### src/rtl/float_add_pipe_if.sv
// Valid/ready operand and result bundle for float_add_pipe.
// The master drives operands and consumes results; the slave is the adder.
interface float_add_pipe_if #(
   parameter int unsigned EW = 3,
   parameter int unsigned MW = 5
);
   logic              in_valid;
   logic              in_ready;
   logic [EW+MW-1:0]  a_in;
   logic [EW+MW-1:0]  b_in;
   logic              out_valid;
   logic              out_ready;
   logic [EW+MW-1:0]  result;
   logic              sat;

   modport master (
      output in_valid, a_in, b_in, out_ready,
      input  in_ready, out_valid, result, sat
   );

   modport slave (
      input  in_valid, a_in, b_in, out_ready,
      output in_ready, out_valid, result, sat
   );
endinterface

### src/rtl/float_add_pipe.sv
// Three-stage pipelined adder for unsigned {exp, mant} floats (no hidden bit), with carry
// normalisation and exponent saturation. Define FLOAT_ADD_ROUND_EN for round-half-up in stage 3.
module float_add_pipe #(
   parameter int unsigned EW = 3,
   parameter int unsigned MW = 5
) (
   input logic             clk,
   input logic             rst_n,
   float_add_pipe_if.slave bus
);
   localparam int unsigned W        = EW + MW;
   localparam int unsigned TW       = MW + 2;
   localparam int unsigned MaxShift = MW + 1;

   localparam logic [EW:0]   ExpOne   = {{EW{1'b0}}, 1'b1};
   localparam logic [EW:0]   ExpMax   = {1'b0, {EW{1'b1}}};
   localparam logic [MW-1:0] MantHalf = {1'b1, {(MW-1){1'b0}}};

   // All stages move in lockstep; the whole pipe freezes when the output is blocked.
   logic adv;
   logic out_valid_q;

   assign adv           = !out_valid_q || bus.out_ready;
   assign bus.in_ready  = adv;
   assign bus.out_valid = out_valid_q;

   // ---------------- Stage 1: order operands ----------------
   logic [EW-1:0] a_exp, b_exp, l_exp, s_exp, shift;
   logic [MW-1:0] a_mant, b_mant, l_mant, s_mant;
   logic          a_is_l;

   assign {a_exp, a_mant} = bus.a_in;
   assign {b_exp, b_mant} = bus.b_in;
   assign a_is_l = (a_exp > b_exp) || ((a_exp == b_exp) && (a_mant >= b_mant));

   always_comb begin
      l_exp  = b_exp;
      l_mant = b_mant;
      s_exp  = a_exp;
      s_mant = a_mant;
      if (a_is_l) begin
         l_exp  = a_exp;
         l_mant = a_mant;
         s_exp  = b_exp;
         s_mant = b_mant;
      end
   end

   assign shift = l_exp - s_exp;

   logic          s1_valid_q;
   logic [EW-1:0] s1_exp_q;
   logic [MW-1:0] s1_mant_l_q;
   logic [MW-1:0] s1_mant_s_q;
   logic [EW-1:0] s1_shift_q;

   // ---------------- Stage 2: align and add ----------------
   logic [TW-1:0] mant_l_ext, mant_s_ext, aligned, sum;

   assign mant_l_ext = {1'b0, s1_mant_l_q, 1'b0};
   assign mant_s_ext = {1'b0, s1_mant_s_q, 1'b0};

   always_comb begin
      aligned = mant_s_ext >> s1_shift_q;
      if (32'(s1_shift_q) >= MaxShift) begin
         aligned = '0;
      end
   end

   assign sum = mant_l_ext + aligned;

   logic          s2_valid_q;
   logic [EW-1:0] s2_exp_q;
   logic [TW-1:0] s2_sum_q;

   // ---------------- Stage 3: normalise, round, saturate ----------------
   logic [MW-1:0] norm_mant, fin_mant;
   logic [EW:0]   norm_exp, fin_exp;
   logic          guard;
   logic          fin_sat;
   logic [W-1:0]  fin_result;

   always_comb begin
      norm_mant = s2_sum_q[MW:1];
      guard     = s2_sum_q[0];
      norm_exp  = {1'b0, s2_exp_q};
      if (s2_sum_q[MW+1]) begin
         norm_mant = s2_sum_q[MW+1:2];
         guard     = s2_sum_q[1];
         norm_exp  = {1'b0, s2_exp_q} + ExpOne;
      end
   end

`ifdef FLOAT_ADD_ROUND_EN
   logic [MW:0] round_mant;

   // A rounding carry out of the mantissa renormalises once more before the saturation check.
   always_comb begin
      round_mant = {1'b0, norm_mant} + {{MW{1'b0}}, guard};
      fin_mant   = round_mant[MW-1:0];
      fin_exp    = norm_exp;
      if (round_mant[MW]) begin
         fin_mant = MantHalf;
         fin_exp  = norm_exp + ExpOne;
      end
   end
`else
   logic          unused_guard;
   logic [MW-1:0] unused_mant_half;

   assign unused_guard     = guard;
   assign unused_mant_half = MantHalf;
   assign fin_mant         = norm_mant;
   assign fin_exp          = norm_exp;
`endif

   assign fin_sat    = fin_exp > ExpMax;
   assign fin_result = fin_sat ? {W{1'b1}} : {fin_exp[EW-1:0], fin_mant};

   logic [W-1:0] result_q;
   logic         sat_q;

   assign bus.result = result_q;
   assign bus.sat    = sat_q;

   // ---------------- Pipeline registers ----------------
   always_ff @(posedge clk or negedge rst_n) begin
      if (!rst_n) begin
         s1_valid_q  <= 1'b0;
         s1_exp_q    <= '0;
         s1_mant_l_q <= '0;
         s1_mant_s_q <= '0;
         s1_shift_q  <= '0;
         s2_valid_q  <= 1'b0;
         s2_exp_q    <= '0;
         s2_sum_q    <= '0;
         out_valid_q <= 1'b0;
         result_q    <= '0;
         sat_q       <= 1'b0;
      end else if (adv) begin
         s1_valid_q  <= bus.in_valid;
         s2_valid_q  <= s1_valid_q;
         out_valid_q <= s2_valid_q;
         if (bus.in_valid) begin
            s1_exp_q    <= l_exp;
            s1_mant_l_q <= l_mant;
            s1_mant_s_q <= s_mant;
            s1_shift_q  <= shift;
         end
         if (s1_valid_q) begin
            s2_exp_q <= s1_exp_q;
            s2_sum_q <= sum;
         end
         // Result only updates on real data so it holds across bubbles as well as stalls.
         if (s2_valid_q) begin
            result_q <= fin_result;
            sat_q    <= fin_sat;
         end
      end
   end

   result_held_while_stalled: assert property (
      @(posedge clk) disable iff (!rst_n)
      (out_valid_q && !bus.out_ready) |=> (out_valid_q && $stable(result_q) && $stable(sat_q))
   );

   ready_tracks_adv: assert property (
      @(posedge clk) disable iff (!rst_n)
      !out_valid_q |-> bus.in_ready
   );

endmodule

### src/flat_wrapper.sv
// flat-port wrapper written by rule: the top's interface ports become plain ports
module float_add_pipe_flat 
#(
   parameter int unsigned EW = 3,
   parameter int unsigned MW = 5
)
  (clk, rst_n, bus_in_valid, bus_a_in, bus_b_in, bus_out_ready, bus_in_ready, bus_out_valid, bus_result, bus_sat);
  float_add_pipe_if #(.EW(EW), .MW(MW)) bus_i ();
  input logic clk;
  input logic rst_n;
  input wire logic [$bits(bus_i.in_valid)-1:0] bus_in_valid;
  input wire logic [$bits(bus_i.a_in)-1:0] bus_a_in;
  input wire logic [$bits(bus_i.b_in)-1:0] bus_b_in;
  input wire logic [$bits(bus_i.out_ready)-1:0] bus_out_ready;
  output wire logic [$bits(bus_i.in_ready)-1:0] bus_in_ready;
  output wire logic [$bits(bus_i.out_valid)-1:0] bus_out_valid;
  output wire logic [$bits(bus_i.result)-1:0] bus_result;
  output wire logic [$bits(bus_i.sat)-1:0] bus_sat;
  assign bus_i.in_valid = bus_in_valid;
  assign bus_i.a_in = bus_a_in;
  assign bus_i.b_in = bus_b_in;
  assign bus_i.out_ready = bus_out_ready;
  assign bus_in_ready = bus_i.in_ready;
  assign bus_out_valid = bus_i.out_valid;
  assign bus_result = bus_i.result;
  assign bus_sat = bus_i.sat;
  float_add_pipe #(.EW(EW), .MW(MW)) u_core (.clk(clk), .rst_n(rst_n), .bus(bus_i));
endmodule
### config.mk
export PLATFORM = sky130hd
export DESIGN_NAME = float_add_pipe_flat
export DESIGN_NICKNAME = d
export VERILOG_FILES = /design/src/rtl/float_add_pipe_if.sv /design/src/rtl/float_add_pipe.sv /design/src/flat_wrapper.sv
export SDC_FILE = /design/constraint.sdc
export NUM_CORES = 1
export LEC_CHECK = 0
export ABC_AREA = 1
export BUFFER_PORTS_ARGS = -buffer_cell sky130_fd_sc_hd__buf_2
export CAP_MARGIN = 20
export CELL_PAD_IN_SITES_DETAIL_PLACEMENT = 0
export CELL_PAD_IN_SITES_GLOBAL_PLACEMENT = 2
export CORE_MARGIN = 10
export CORE_UTILIZATION = 36
export CTS_CLUSTER_SIZE = 8
export DETAILED_ROUTE_END_ITERATION = 6
export GPL_TIMING_DRIVEN = 0
export PLACE_DENSITY_LB_ADDON = 0.1
export SKIP_LAST_GASP = 1
export SLEW_MARGIN = 20
export SYNTH_ARGS = -nofsm -noshare
export SYNTH_HDL_FRONTEND = slang
export SYNTH_SLANG_ARGS = --single-unit
### constraint.sdc
create_clock -name clk -period 3.7 [get_ports clk]
set_clock_uncertainty 0.05 [all_clocks]
set_input_delay 0.185 -clock clk [delete_from_list [all_inputs] [get_ports clk]]
set_output_delay 0.185 -clock clk [all_outputs]
set_load 0.01 [all_outputs]
* Word-level counts from Yosys, hierarchy flattened
Index checks and enable logic that the tools add are counted.
** Storage, ports and cells
- Flip-flop bits (word level) :: 38
- Input bits :: 20
- Output and inout port bits :: 11
- Word-level logic and storage cells :: 35
** Operators by class
- Add/subtract/negate cells :: 3
- $lt $le $gt $ge :: 4
- Equal/unequal tests :: 1
- Shift-type cells :: 1
- Multiplexer cells :: 8
- Reduce and logical (&&, ||, !) cells :: 7
** Operators by type and width (number)
- $mux 5 :: 3
- $mux 8 :: 1
- $add 6x7->7 :: 1
- $mux 7 :: 1
- $shr 6x3->7 :: 1
- $mux 3 :: 2
- $reduce_and 2->1 :: 3
- $ge 5x5->1 :: 1
- $add 3x1->4 const B :: 1
- $gt 4x3->1 const B :: 1
- $mux 4 :: 1
- $eq 3x3->1 :: 1
- $ge 3x3->1 const B :: 1
- $gt 3x3->1 :: 1
- $sub 3x3->3 :: 1
- $logic_or 1x1->1 :: 2
- $logic_and 1x1->1 :: 1
- $logic_not 1->1 :: 1

* Logic depth before layout (Yosys ltp)
- Depth in word-level cells :: 5
- Gate-level depth with buffers :: 17
- Mapped depth without buffers :: 17

* Worst setup path after synthesis
No wires, ideal clock.
- Kind :: register to register
- From :: register u_core.s1_shift_q[0]
- To :: register u_core.s2_sum_q[5]
- Library setup time :: 0.127 ns
- Arrival :: 1.821 ns
- Data required time :: 3.523 ns
- Path slack :: 1.702 ns
- Cell stages (with the launch flop) :: 10
- Path buffers :: 0
- Clock period less this slack :: 1.998 ns
- Cell sequence :: dfrtp_1 -> o21ai_0 -> o211ai_1 -> ha_1 -> fa_1 -> a21oi_1 -> nor2_1 -> nor2_1 -> xor2_1 -> o21ai_0
** Between the ends
- Cells in the longest elaborated chain, start to end :: 3
- Elaborated cells on any way between the ends :: 4
- Classes of those cells :: 1 x add/sub; 1 x order compare; 1 x shift; 1 x mux
** RTL lines
- start, declared :: line float_add_pipe.sv:55 : logic [EW-1:0] s1_shift_q;
- start signal, assigned :: line float_add_pipe.sv:148 : s1_shift_q <= shift;
- $ge 3x3->1 or $shr 6x3->7 (tied branches) :: line float_add_pipe.sv:65, float_add_pipe.sv:64
- $mux 7 (*) :: line float_add_pipe.sv:65 : if (32'(s1_shift_q) >= MaxShift) begin
- $add 6x7->7 (*) :: line float_add_pipe.sv:70 : assign sum = mant_l_ext + aligned;
- end signal, assigned :: line float_add_pipe.sv:152 : s2_sum_q <= sum;
- end, declared :: line float_add_pipe.sv:74 : logic [TW-1:0] s2_sum_q;
Mark *: on every way between the ends. The rest lies on a longest branch, timed or not.
A chain may end at the register's enable or synchronous reset.

* Final worst setup path
Same ends and word-level chain as after synthesis.

==> results.tsv <==
stage	metric	value	unit
drt	via count	1759	
timing	Max Fclk	447	MHz
placed_design	Cells after DPL	365	
drt	Residual DRC	0	
placed_design	dpl hpwl	3.68	mm
placed_design	dpl cell area	2370	sq um
floorplanning	FP Rows	27	
drt	initial DRC count	65	
timing	Final min period	2.24	ns
floorplanning	Die Wd	96.8	microns
clock_network	clock transition at the registers of the reported paths	0.07	ns
worst_setup_path	reg2reg setup slack	1.46	ns
synthesis	sequential area share after synthesis	43.6	%
power_and_ir_drop	Power Dens Cells	681	nW/um^2
worst_setup_path	Buf+Inv Stages, Crit Path	1	
global_route	total grt overflow	0	
power_and_ir_drop	Total Power	1.68	mW
power_and_ir_drop	leakage	1.26	nW
clock_network	Num CTS Buffers	5	
synthesis	Synth top area share	43.6	%
synthesis	Mapped Cells	263	
finish	area growth from synthesis to layout	15.8	%
clock_network	Clock Sinks	37	
global_route	initial antenna violation count	0	
global_route	global-route wire length before repair	8.31	mm
synthesis	Avg Inst Size Synth	8.08	sq um
drt	antenna-violating nets left	0	
worst_hold_path	Hold Path Depth	3	
timing	final setup margin	1.46	ns
synthesis	fraction of registers with async set/reset	100	%
synthesis	yosys warns	0	
drt	final WL	4.61	mm
worst_setup_path	Worst setup SP type	flop	
placed_design	gpl congestion	0.752	
timing	Max Transition Viols Final	0	
clock_network	CTS Root Buffer Type	clkbuf_8	
worst_hold_path	endpoint of the worst hold path	u_core.s1_mant_l_q[0]$_DFFE_PN0P_	
finish	Ant. Diodes	0	
floorplanning	Initial Utilization	37.9	%
synthesis	synthesized area	2130	sq um
timing	Setup violations, final	0	
worst_hold_path	hold path startpoint	bus_a_in[0]	
finish	commonest non-fill, non-tap cell in the layout	nand2_1	
finish	Final Core Density	43.9	%
worst_setup_path	largest fanout on the critical path	8	
synthesis	Synth Net Count	299	
finish	post-route cell area	2460	sq um
finish	Final #Nets	337	
job	Max-cap violations	0	
synthesis	Netlist cell types	29	
floorplanning	core area	5610	sq um
finish	fillers	605	
clock_network	Skew-Pair Late Insertion Delay	0.28	ns
worst_setup_path	family with the most delay on the worst path	adder cells	
worst_setup_path	Critical Path Most Common Cell	nor2_1	
global_route	vias in the first global route	1855	
worst_setup_path	kind of critical path	flop to flop	
synthesis	dominant cells by area after synthesis	dfrtp_1 (44%), nand2_1 (11%), ha_1 (8.8%)	
finish	multi-input gate area in the final layout	1030	sq um
finish	layout cell share with drive strength beyond 1	17.6	%
timing	RSZ-0062 raised after global routing	no	
finish	commonest non-fill, non-tap cells in the layout	nand2_1 (60), dfrtp_1 (37), inv_1 (33), buf_2 (33), nor2_1 (29)	
finish	FF+latch area	926	sq um
worst_setup_path	Critical Path AT	2.36	ns
worst_setup_path	R2R Path Start	u_core.s1_shift_q[0]$_DFFE_PN0P_	
worst_setup_path	R2R depth	12	
floorplanning	# IOs	31	
finish	final non-filler cell total	373	
timing	Worst slew margin	45.6	%
power_and_ir_drop	Worst VDD drop	0.234	mV
synthesis	number of synthesized flops with an enable pin	0	
drt	wire length per cell	12.4	microns
synthesis	area leader, netlist	dfrtp_1	
worst_setup_path	CP cell instances	inv_1 > nand2_1 > nor2_1 > nand2_1 > o211ai_1 > ha_1 > fa_1 > a21oi_1 > nor2_1 > nor2_1 > xor2_1 > o21ai_0	
worst_setup_path	Reg-to-Reg End	u_core.s2_sum_q[5]$_DFFE_PN0P_	
clock_network	Clock Tree Buf Depth	2	
placed_design	IO buf count	30	
worst_setup_path	Worst Setup End Kind	flop	
worst_setup_path	slowest stage cell, crit path	dfrtp_1	
timing	Post-Route Setup TNS	0	ns
clock_network	buffer count from post-CTS setup fixing	0	
status	status	complete, no violations	
floorplanning	die area	9380	sq um
clock_network	CTS tree	built	
synthesis	Seq cells post-synth	37	
worst_setup_path	CP required	3.82	ns
worst_setup_path	critical path's largest stage delay	0.48	ns
timing	final hold vios	0	
global_route	GRT Util Overall	10.3	%
timing	final period utilization	60.5	%
global_route	largest net degree at the start of global routing	38	
clock_network	H-Tree Level Count	2	
timing	hold_ws	0.109	ns
drt	router iterations before antenna repair	4	
floorplanning	chip height	96.8	microns
placed_design	DP Worst Slack	1.44	ns
drt	Via-to-Cell Ratio	4.72	
synthesis	Post-synth top flop	dfrtp_1	
worst_hold_path	hold crit path type	input pin to flop	
timing	slew at the pin with the worst max-slew slack	0.815	ns
[cell families (layout without fill, tap and decap cells)]
group,count (synthesis),count (layout),synth area share (%)
AOI/OAI and AO/OA,62,62,17.0
xor gates and xnor gates,5,5,2.06
adders and majority gates,16,16,9.77
buffers and inverters,41,79,8.00
DFF,37,37,43.6
and+or+nand+nor,102,102,19.7
[layout make-up]
class	count	share of cell area, %
Multi-Input combinational cell	185	41.8
Tap cell	72	3.66
Buffer	6	1.58
Inverter	35	5.34
Clock buffer	7	3.51
Timing Repair Buffer	31	6.50
Sequential cell	37	37.6
[Yosys cell counts, types with 3 or more instances]
cell type,number
xor2_1,4
o21ai_0,22
o21ai_1,4
dfrtp_1,37
ha_1,15
nand3_1,5
inv_1,33
a31oi_1,4
nor2_2,3
buf_2,3
a21oi_1,22
nor2_1,29
o22ai_1,4
nand2_1,60
[flip-flops by register name, indices dropped and copies added (netlist names)]
name / flops
u_core.s1_mant_l_q: 5
u_core.bus.out_valid: 1
u_core.s1_exp_q: 3
u_core.s2_exp_q: 3
u_core.s1_mant_s_q: 5
u_core.s2_sum_q: 6
u_core.s1_shift_q: 3
u_core.s1_valid_q: 1
u_core.bus.sat: 1
u_core.bus.result: 8
u_core.s2_valid_q: 1
[worst max-delay path by stage]
stage / start / to / slack (ns) / cells past startpoint
2_1_floorplan: u_core.s1_shift_q[0]$_DFFE_PN0P_ / u_core.s2_sum_q[5]$_DFFE_PN0P_ / 1.70 / 9
3_3_place_gp: u_core.s1_shift_q[0]$_DFFE_PN0P_ / u_core.s2_sum_q[5]$_DFFE_PN0P_ / 1.48 / 12
3_5_place_dp: u_core.s1_shift_q[0]$_DFFE_PN0P_ / u_core.s2_sum_q[5]$_DFFE_PN0P_ / 1.44 / 12
4_1_cts: u_core.s1_shift_q[0]$_DFFE_PN0P_ / u_core.s2_sum_q[5]$_DFFE_PN0P_ / 1.44 / 12
5_1_grt: u_core.s1_shift_q[0]$_DFFE_PN0P_ / u_core.s2_sum_q[5]$_DFFE_PN0P_ / 1.21 / 12
6_report: u_core.s1_shift_q[0]$_DFFE_PN0P_ / u_core.s2_sum_q[5]$_DFFE_PN0P_ / 1.46 / 12
[power breakdown]
group          internal [mW]  switching (mW)
sequential             0.568           0.107
combinational          0.292           0.428
clock                  0.148           0.135
total                   1.01           0.670
[tightest hold or removal path, cell delays in order]
cell,delay [ns]
buf_2,0.10
nand2_1,0.06
a21oi_1,0.06
[repair_timing]
| action | CTS | global route |
|---|---|---|
| hold buffers | 1 | 0 |
| endpoints found under the setup margin | 0 | 0 |
| resized for setup | 0 | 0 |
| hold endpoints to repair | 37 | 0 |
[per-layer routing]
metal | track usage [%] | share of wire, % | vias up
li1 | - | - | 927
met1 | 11.5 | 45 | 798
met2 | 18.0 | 48 | 28
met3 | 2.91 | 4.7 | 6
met4 | 4.06 | 1.7 | 0
met5 | 0 | 0 | -
(Power assumes the default switching activity.)
